[src/rtl/led_digit_scan_ctrl_if.sv]
// Load port bundle for the seven-segment scan controller.
// Carries a 16-bit four-digit display word over a valid/ready handshake.
interface led_digit_scan_ctrl_if;
    logic        load_valid;
    logic [15:0] load_data;
    logic        load_ready;

    modport master (
        output load_valid,
        output load_data,
        input  load_ready
    );

    modport slave (
        input  load_valid,
        input  load_data,
        output load_ready
    );
endinterface

[src/rtl/led_digit_scan_ctrl.sv]
// Four-digit seven-segment scan scheduler with guard blanking and tear-free loads.
// Optional macro BRIGHTNESS_EN adds a per-slot PWM brightness input.
module led_digit_scan_ctrl #(
    parameter int SLOT_CYCLES  = 1000,
    parameter int GUARD_CYCLES = 16,
    parameter int CNT_W        = 16
) (
    input  logic                        clk,
    input  logic                        reset,
    input  logic                        enable,
`ifdef BRIGHTNESS_EN
    input  logic [3:0]                  bright,
`endif
    led_digit_scan_ctrl_if.slave        ld,
    output logic                        an3,
    output logic                        an2,
    output logic                        an1,
    output logic                        an0,
    output logic [3:0]                  char,
    output logic                        frame_start
);

    typedef enum logic [1:0] {
        IDLE  = 2'd0,
        GUARD = 2'd1,
        DRIVE = 2'd2
    } state_e;

    localparam logic [CNT_W-1:0] GUARD_LAST = CNT_W'(GUARD_CYCLES - 1);
    localparam logic [CNT_W-1:0] SLOT_LAST  = CNT_W'(SLOT_CYCLES - 1);

    state_e           state_q, state_d;
    logic [CNT_W-1:0] cnt_q, cnt_d;
    logic [1:0]       digit_q, digit_d;

    logic [15:0]      disp_q, disp_d;
    logic [15:0]      pend_q, pend_d;
    logic             pend_vld_q, pend_vld_d;
    logic             ready_q, ready_d;
    logic [3:0]       an_q, an_d;
    logic [3:0]       char_q, char_d;
    logic             fs_q, fs_d;

    logic             slot_start;
    logic             frame;
    logic             accept;
    logic             drive_on;

`ifdef BRIGHTNESS_EN
    localparam int D16 = (SLOT_CYCLES - GUARD_CYCLES) / 16;

    logic [3:0]       bright_q, bright_d;
    logic [CNT_W:0]   on_lim;
`endif

    // State register
    always_ff @(posedge clk or negedge reset) begin
        if (!reset) begin
            state_q <= IDLE;
            cnt_q   <= '0;
            digit_q <= '0;
        end else begin
            state_q <= state_d;
            cnt_q   <= cnt_d;
            digit_q <= digit_d;
        end
    end

    // Next-state logic
    always_comb begin
        state_d = state_q;
        cnt_d   = cnt_q + 1'b1;
        digit_d = digit_q;
        if (!enable) begin
            state_d = IDLE;
            cnt_d   = '0;
            digit_d = '0;
        end else begin
            unique case (state_q)
                IDLE: begin
                    state_d = GUARD;
                    cnt_d   = '0;
                    digit_d = '0;
                end
                GUARD: begin
                    if (cnt_q == GUARD_LAST)
                        state_d = DRIVE;
                end
                DRIVE: begin
                    if (cnt_q == SLOT_LAST) begin
                        state_d = GUARD;
                        cnt_d   = '0;
                        digit_d = digit_q + 1'b1;
                    end
                end
                default: begin
                    state_d = IDLE;
                    cnt_d   = '0;
                    digit_d = '0;
                end
            endcase
        end
    end

    // Outputs are computed from the next state so the registered
    // versions line up with the cycle that state occupies.
    always_comb begin
        slot_start = (state_d == GUARD) && (cnt_d == '0);
        frame      = slot_start && (digit_d == 2'd0);
        accept     = ld.load_valid && ready_q;

        pend_d     = pend_q;
        pend_vld_d = pend_vld_q;
        disp_d     = disp_q;

        if (accept) begin
            pend_d     = ld.load_data;
            pend_vld_d = 1'b1;
        end

        if (frame && (pend_vld_q || accept)) begin
            disp_d     = accept ? ld.load_data : pend_q;
            pend_vld_d = 1'b0;
        end else if ((state_q == IDLE) && pend_vld_q) begin
            disp_d     = pend_q;
            pend_vld_d = 1'b0;
        end

        ready_d = !pend_vld_q && !accept;

        char_d = char_q;
        if (slot_start)
            char_d = disp_d[{digit_d, 2'b00} +: 4];

        fs_d = frame;

`ifdef BRIGHTNESS_EN
        bright_d = slot_start ? bright : bright_q;
        on_lim   = (CNT_W+1)'(GUARD_CYCLES + (int'(bright_q) + 1) * D16);
        drive_on = ({1'b0, cnt_d} < on_lim);
`else
        drive_on = 1'b1;
`endif

        an_d = 4'hF;
        if ((state_d == DRIVE) && drive_on)
            an_d = ~(4'b0001 << digit_d);
    end

    always_ff @(posedge clk or negedge reset) begin
        if (!reset) begin
            disp_q     <= '0;
            pend_q     <= '0;
            pend_vld_q <= 1'b0;
            ready_q    <= 1'b1;
            an_q       <= 4'hF;
            char_q     <= '0;
            fs_q       <= 1'b0;
        end else begin
            disp_q     <= disp_d;
            pend_q     <= pend_d;
            pend_vld_q <= pend_vld_d;
            ready_q    <= ready_d;
            an_q       <= an_d;
            char_q     <= char_d;
            fs_q       <= fs_d;
        end
    end

`ifdef BRIGHTNESS_EN
    always_ff @(posedge clk or negedge reset) begin
        if (!reset)
            bright_q <= 4'hF;
        else
            bright_q <= bright_d;
    end
`endif

    assign an3           = an_q[3];
    assign an2           = an_q[2];
    assign an1           = an_q[1];
    assign an0           = an_q[0];
    assign char          = char_q;
    assign frame_start   = fs_q;
    assign ld.load_ready = ready_q;

endmodule
[src/flat_wrapper.sv]
// flat-port wrapper written by rule: the top's interface ports become plain ports
module led_digit_scan_ctrl_flat 
#(
    parameter int SLOT_CYCLES  = 1000,
    parameter int GUARD_CYCLES = 16,
    parameter int CNT_W        = 16
)
  (clk, reset, enable, an3, an2, an1, an0, char, frame_start, ld_load_valid, ld_load_data, ld_load_ready);
  led_digit_scan_ctrl_if ld_i ();
  input  logic clk;
  input  logic reset;
  input  logic enable;
  output logic an3;
  output logic an2;
  output logic an1;
  output logic an0;
  output logic [3:0] char;
  output logic frame_start;
  input wire logic [$bits(ld_i.load_valid)-1:0] ld_load_valid;
  input wire logic [$bits(ld_i.load_data)-1:0] ld_load_data;
  output wire logic [$bits(ld_i.load_ready)-1:0] ld_load_ready;
  assign ld_i.load_valid = ld_load_valid;
  assign ld_i.load_data = ld_load_data;
  assign ld_load_ready = ld_i.load_ready;
  led_digit_scan_ctrl #(.SLOT_CYCLES(SLOT_CYCLES), .GUARD_CYCLES(GUARD_CYCLES), .CNT_W(CNT_W)) u_core (.clk(clk), .reset(reset), .enable(enable), .ld(ld_i), .an3(an3), .an2(an2), .an1(an1), .an0(an0), .char(char), .frame_start(frame_start));
endmodule
[config.mk]
export PLATFORM = sky130hd
export DESIGN_NAME = led_digit_scan_ctrl_flat
export DESIGN_NICKNAME = d
export VERILOG_FILES = /design/src/rtl/led_digit_scan_ctrl_if.sv /design/src/rtl/led_digit_scan_ctrl.sv /design/src/flat_wrapper.sv
export SDC_FILE = /design/constraint.sdc
export NUM_CORES = 1
export LEC_CHECK = 0
export CAP_MARGIN = 25
export CORE_MARGIN = 2
export CORE_UTILIZATION = 57
export CTS_CLUSTER_DIAMETER = 30
export DETAILED_ROUTE_END_ITERATION = 10
export HOLD_SLACK_MARGIN = 0.03
export PLACE_DENSITY = 0.84
export SLEW_MARGIN = 30
export SYNTH_ARGS = -nofsm -noshare
export SYNTH_HDL_FRONTEND = slang
export SYNTH_SLANG_ARGS = --single-unit
[constraint.sdc]
create_clock -name clk -period 2.8 [get_ports clk]
set_input_delay 0.7 -clock clk [delete_from_list [all_inputs] [get_ports clk]]
set_output_delay 0.7 -clock clk [all_outputs]
set_load 0.02 [all_outputs]
# == After elaboration in Yosys (flattened, before gate mapping) ==
# Cells that the tools add are included.
# word_totals
out_inout_bits,10
register_bits,63
in_bits,20
# classes
mux,17
n_bitwise,1
n_shift,2
addsub,2
eq_ne,6
n_reduce_logical,13
# ops
cell,n
$mux 16,5
$pmux 16 s2,1
$add 16x1->16 const B,1
$eq 16x10->1 const B,1
$eq 16x4->1 const B,1
$logic_not 16->1,1
$shiftx 16x5->4,1
$mux 2,5
$logic_and 1x1->1,6
$pmux 2 s3,1
$eq 2x1->1 const B,2
$eq 2x2->1 const B,2
$logic_not 2->1,2
$mux 4,1
$not 4->4,1
$pmux 2 s2,1
$shl 1x2->4 const A,1
$mux 1,3
$reduce_bool 3->1,1
$add 2x1->2 const B,1
$logic_not 1->1,2
$logic_or 1x1->1,1

# == Depth between registers and ports, before layout ==
# logic_depth
ltp_word,10
ltp_mapped,11

# == Worst setup path before layout ==
# No wires, ideal clock.
# synth_path
path_type,reg-to-reg
startpoint,reg u_core.cnt_q[0]
endpoint,reg u_core.disp_q[10]
n_path_buf,2
setup_time_ns,0.119
path_slack_ns,0.360
arrival_ns,2.321
required_time_ns,2.681
path_stages_with_launch,11
path_cell_list,dfrtp_1 ha_1 and4b_1 and4_1 buf_6 a211o_1 o2111a_1 nor2_2 nand4_4 buf_4 o21a_1
# synth_between
elab_chain_len,9
elab_cells_between_ends,20
classes_between,add/sub (1); eq/ne (3); mux (11); reduce/logical (5)
# synth_lines
element,line_no,text
from (decl),led_digit_scan_ctrl.sv:33,"logic [CNT_W-1:0] cnt_q, cnt_d;"
from (signal assigned),led_digit_scan_ctrl.sv:64,cnt_q <= cnt_d;
"$add 16x1->16, or another cell as far along",led_digit_scan_ctrl.sv:72,cnt_d = cnt_q + 1'b1;
"$mux 16, or another cell as far along",led_digit_scan_ctrl.sv:90,if (cnt_q == SLOT_LAST) begin
$pmux 16 s2 or $pmux 2 s3 (tied branches),led_digit_scan_ctrl.sv:79,unique case (state_q)
$mux 16 or $mux 2 (tied branches),led_digit_scan_ctrl.sv:74,if (!enable) begin
$logic_not 16->1 or $eq 2x1->1 (tied branches),led_digit_scan_ctrl.sv:108,slot_start = (state_d == GUARD) && (cnt_d == '0);
$logic_and 1x1->1,led_digit_scan_ctrl.sv:108,
$logic_and 1x1->1 *,led_digit_scan_ctrl.sv:109,frame = slot_start && (digit_d == 2'd0);
$logic_and 1x1->1 *,led_digit_scan_ctrl.sv:121,if (frame && (pend_vld_q || accept)) begin
$mux 16 *,led_digit_scan_ctrl.sv:121,
net u_core.disp_d[10],led_digit_scan_ctrl.sv:36,"logic [15:0] disp_q, disp_d;"
to (signal assigned),led_digit_scan_ctrl.sv:160,disp_q <= disp_d;
to (decl),led_digit_scan_ctrl.sv:36,
# Mark *: on every way through the listed nets, which the timed path passes. The rest lies on a longest branch.
# A chain may end at the register's enable or synchronous reset.

# == Worst setup path after layout ==
# layout_path
startpoint,reg u_core.cnt_q[1]
endpoint,reg u_core.char_q[3] (netlist: u_core.char[3])
# layout_between
elab_chain_len,10
elab_cells_between_ends,21
classes_between,add/sub (1); eq/ne (3); shift (1); mux (11); reduce/logical (5)
# layout_lines
element,line_no,text
"$add 16x1->16, or another cell as far along",led_digit_scan_ctrl.sv:72,
"$mux 16, or another cell as far along",led_digit_scan_ctrl.sv:90,
$pmux 16 s2 or $pmux 2 s3 (tied branches),led_digit_scan_ctrl.sv:79,
$mux 16 or $mux 2 (tied branches),led_digit_scan_ctrl.sv:74,
$logic_not 16->1 or $eq 2x1->1 (tied branches),led_digit_scan_ctrl.sv:108,
$logic_and 1x1->1,led_digit_scan_ctrl.sv:108,
$logic_and 1x1->1,led_digit_scan_ctrl.sv:109,
$logic_and 1x1->1,led_digit_scan_ctrl.sv:121,
$mux 16,led_digit_scan_ctrl.sv:121,
$shiftx 16x5->4,led_digit_scan_ctrl.sv:133,"char_d = disp_d[{digit_d, 2'b00} +: 4];"
to (signal assigned),led_digit_scan_ctrl.sv:165,char_q <= char_d;
to (decl),led_digit_scan_ctrl.sv:41,"logic [3:0] char_q, char_d;"
# Several ways; a longest one is shown, not always the timed one.

==> parameters.txt <==
Parameter                              Value

STA
  Final hold vios ... 0
  Relative slew margins ... 67.4%
  Count of final max-slew check failures ... 0
  Setup TNS ... 0 ns
  Fmax ... 378 MHz
  Clock period minus final worst setup slack ... 2.65 ns
  Clock tree skew after final layout ... 0.00930 ns
  Unrepaired setup endpoints after global routing ... false
  Share of the clock period used by the worst path after layout ... 94.6%
  Tightest Pin Transition ... 0.484 ns
  Number of failing setup endpoints in the final timing report ... 0

Cells and area
  Total number of nets in the final design ... 388
  Final standard cell utilization of the core ... 71.7%
  Signed area change from the synthesized netlist to the final layout ... 19.3%
  Antenna diode instance count ... 0
  Leading cell type in the layout, fill and taps excluded ... sky130_fd_sc_hd__dfrtp_1
  Fillers ... 383
  Fraction of layout cells with a size suffix above 1 ... 18.8%
  Count of placed standard cells in the final layout, fillers left out ... 440
  Commonest cells after routing, fill and taps aside ... 58 x sky130_fd_sc_hd__dfrtp_1, 42 x sky130_fd_sc_hd__nor2_1, 30 x sky130_fd_sc_hd__nand2_1, 28 x sky130_fd_sc_hd__clkdlybuf4s50_1, 24 x sky130_fd_sc_hd__mux2i_1

Clocking
  Library cell used as clock root buffer ... sky130_fd_sc_hd__clkbuf_8
  Clock net sink count ... 63
  Clock-pin transition on the worst setup and hold timing paths ... 0.07 ns
  Quantity of hold-fixing buffers added after cts ... 0
  CTS H-Tree Depth ... 3
  Count of buffers added by post-CTS timing repair for setup ... 0
  Insertion delay to the later sink of the worst-skew pair ... 0.35 ns
  Clock Tree Buf Depth ... 2
  Clock tree from TritonCTS ... done
  TritonCTS Buffers ... 9

Job
  Max-capacitance violation count ... 0

Drt
  Total routed wirelength ... 7.08 mm
  Number of vias per cell after detailed routing ... 5.84
  DRC violation total after the first TritonRoute iteration ... 188
  Routed wirelength normalized by instance count ... 16.1 um
  Routed vias ... 2570
  Initial DRT Pass Iterations ... 5
  DRT antenna net count ... 0
  DRC violation count after routing ... 0

Synthesis
  Avg Cell Area, Syn ... 10.2 um2
  Number of enable flip-flop cells after synthesis ... 0
  #FFs+latches synth ... 63
  Cells after Synth ... 327
  Most instantiated flip-flop cell in the synthesis netlist ... sky130_fd_sc_hd__dfrtp_1
  Synthesis warning total ... 0
  Share of synthesized registers carrying an async set or reset ... 100%
  Count of different cell masters after synthesis ... 58
  Mapped Nets ... 352
  Part of the Yosys area used for sequential elements ... 47.3%
  Cell area after synthesis ... 0.00335 mm2

Floorplanning
  Area of the placeable core ... 0.00557 mm2
  Number of rows in the core area ... 27
  I/O pins ... 30
  Die X-Extent ... 80.7 um
  Height of the die ... 80.7 um
  Starting utilization of the core area ... 60.1%
  Die area ... 0.00651 mm2

Min path
  Path type of the worst min-delay path ... in -> async

Global route
  Grt total ovfl ... 0
  First-pass GRT wire length ... 11.9 mm
  Antenna violations before repair ... 0
  Number of global-route vias before repair ... 2555
  Global-route total usage across every layer ... 24.5%
  Maximum number of pins on one net before global-route repair ... 64

Power
  Highest ir drop seen on vdd ... 0.000531 V
  LEAKAGE ... 1.72 nW
  Pwr dens ... 795 mW/mm2

Placement
  Count of input and output buffers ... 29
  Half-perimeter wire length after placement ... 4.96 mm
  Placed cell count ... 424
  Last weighted congestion value of the routability-driven placer ... 0.888

Setup path
  CP max FO ... 6
  Worst path required time ... 3.07 ns
  Worst reg2reg startpoint ... u_core.cnt_q[1]
  Kind of end point of the critical path ... flip-flop
  Worst setup startpoint ... u_core.cnt_q[1]
  Number of cell instances on the worst register-to-register path ... 10
  Endpoint arrival time on the critical path ... 2.91 ns
  Reg-to-reg setup timing slack ... 0.15 ns
  Category of the critical setup timing path ... reg -> reg
  Reg2Reg Capture Point ... u_core.char[3]
  Kind of start point of the critical path ... flip-flop

Outcome
  Result of the run ... finished clean
[area by class of cell]
| type | instances | area (um2) | share of cell area, % |
|---|---|---|---|
| multi-input combinational | 233 | 1640 | 41.1 |
| tap | 72 | 90.1 | 2.25 |
| timing repair buffer | 43 | 403 | 10.1 |
| clock buffer | 10 | 138 | 3.44 |
| sequential | 63 | 1580 | 39.6 |
| inverter | 13 | 48.8 | 1.22 |
| clock inverter | 6 | 92.6 | 2.32 |
[report_power, final]
part | total [mW] | leakage, nW | switching, mW | internal (mW)
clock network | 0.900 | 0.109 | 0.371 | 0.529
registers | 1.32 | 0.766 | 0.130 | 1.19
logic | 0.960 | 0.849 | 0.496 | 0.464
[layer usage]
| metal | GRT usage [%] | wire [um] | share of wire [%] | vias up |
|---|---|---|---|---|
| met3 | 7.87 | 367 | 5.2 | 19 |
| met4 | 10.0 | 180 | 2.5 | 0 |
| li1 | - | - | - | 1216 |
| met1 | 31.2 | 3120 | 44 | 1261 |
| met5 | 0 | 0 | 0 | - |
| met2 | 38.8 | 3420 | 48 | 74 |
[critical path, stage by stage (launching register included)]
cell and delay (ns):
sky130_fd_sc_hd__dfrtp_1 0.40, sky130_fd_sc_hd__ha_1 0.29, sky130_fd_sc_hd__and4b_1 0.21, sky130_fd_sc_hd__and4_2 0.30, sky130_fd_sc_hd__buf_4 0.15, sky130_fd_sc_hd__xor2_1 0.19, sky130_fd_sc_hd__a21oi_1 0.09, sky130_fd_sc_hd__or3_1 0.43
sky130_fd_sc_hd__o32ai_1 0.20, sky130_fd_sc_hd__nor2_1 0.11, sky130_fd_sc_hd__a31oi_1 0.19
[timing repair]
action,in CTS,in global routing
gates resized for setup,0,6
setup endpoints to repair,0,16
endpoints found under the hold margin,0,0
[cells in the mapped netlist (4+ instances only)]
cell type | number | share of area, %
sky130_fd_sc_hd__buf_2 | 5 | 0.75
sky130_fd_sc_hd__o21a_1 | 15 | 3.4
sky130_fd_sc_hd__o32ai_1 | 4 | 1.0
sky130_fd_sc_hd__a31oi_1 | 5 | 0.93
sky130_fd_sc_hd__inv_1 | 13 | 1.5
sky130_fd_sc_hd__nand4_1 | 5 | 0.93
sky130_fd_sc_hd__xnor2_1 | 15 | 3.9
sky130_fd_sc_hd__dfrtp_1 | 58 | 43
sky130_fd_sc_hd__nand3_1 | 6 | 0.90
sky130_fd_sc_hd__mux2_2 | 12 | 4.0
sky130_fd_sc_hd__mux2i_1 | 24 | 7.2
sky130_fd_sc_hd__nor2_1 | 42 | 4.7
sky130_fd_sc_hd__nor2b_1 | 4 | 0.75
sky130_fd_sc_hd__dfstp_2 | 5 | 3.9
sky130_fd_sc_hd__nor3_1 | 7 | 1.0
sky130_fd_sc_hd__o21ai_0 | 4 | 0.60
sky130_fd_sc_hd__a21oi_1 | 13 | 1.9
sky130_fd_sc_hd__ha_1 | 5 | 1.9
sky130_fd_sc_hd__nand2_1 | 30 | 3.4
sky130_fd_sc_hd__clkbuf_1 | 6 | 0.67
[worst max-delay path by stage]
stage	to	slack (ns)	cells past startpoint
after floorplan	u_core.disp_q[10]	0.36	10
after global placement	u_core.char[3]	0.22	7
after detailed placement	u_core.char[3]	0.17	10
after CTS	u_core.char[3]	0.13	10
after global routing	u_core.disp_q[11]	0.006	9
final	u_core.char[3]	0.15	10
[flip-flops by register name, summed over array words and instances (netlist names), 2 cells and up]
register / flops
u_core.disp_q: 16
u_core.state_q: 2
u_core.cnt_q: 16
u_core.an_q: 4
u_core.pend_q: 16
u_core.digit_q: 2
u_core.char: 4
[metrics by stage]
stage / total power [mW] / worst slack, ns / cell area (um2) / hold slack, ns
6_report: 3.18 / 0.152 / 4000 / 0.349
5_1_grt: 3.36 / 0.00615 / 4000 / 0.374
4_1_cts: 3.20 / 0.127 / 3970 / 0.357
3_5_place_dp: 2.29 / 0.174 / 3740 / 0.518
3_3_place_gp: 2.23 / 0.224 / 3740 / 0.504
2_1_floorplan: 1.97 / 0.360 / 3350 / 0.404
[cell families after synthesis]
group | count (synthesis) | synth area share, %
xor gates and xnor gates | 17 | 4.45
and+or+nand+nor | 122 | 19.5
AOI/OAI and AO/OA | 53 | 11.1
buffers and inverters | 31 | 4.59
muxes | 36 | 11.2
adders and majority gates | 5 | 1.87
DFF | 63 | 47.3
Note: power is estimated with default switching activity, not from simulation.
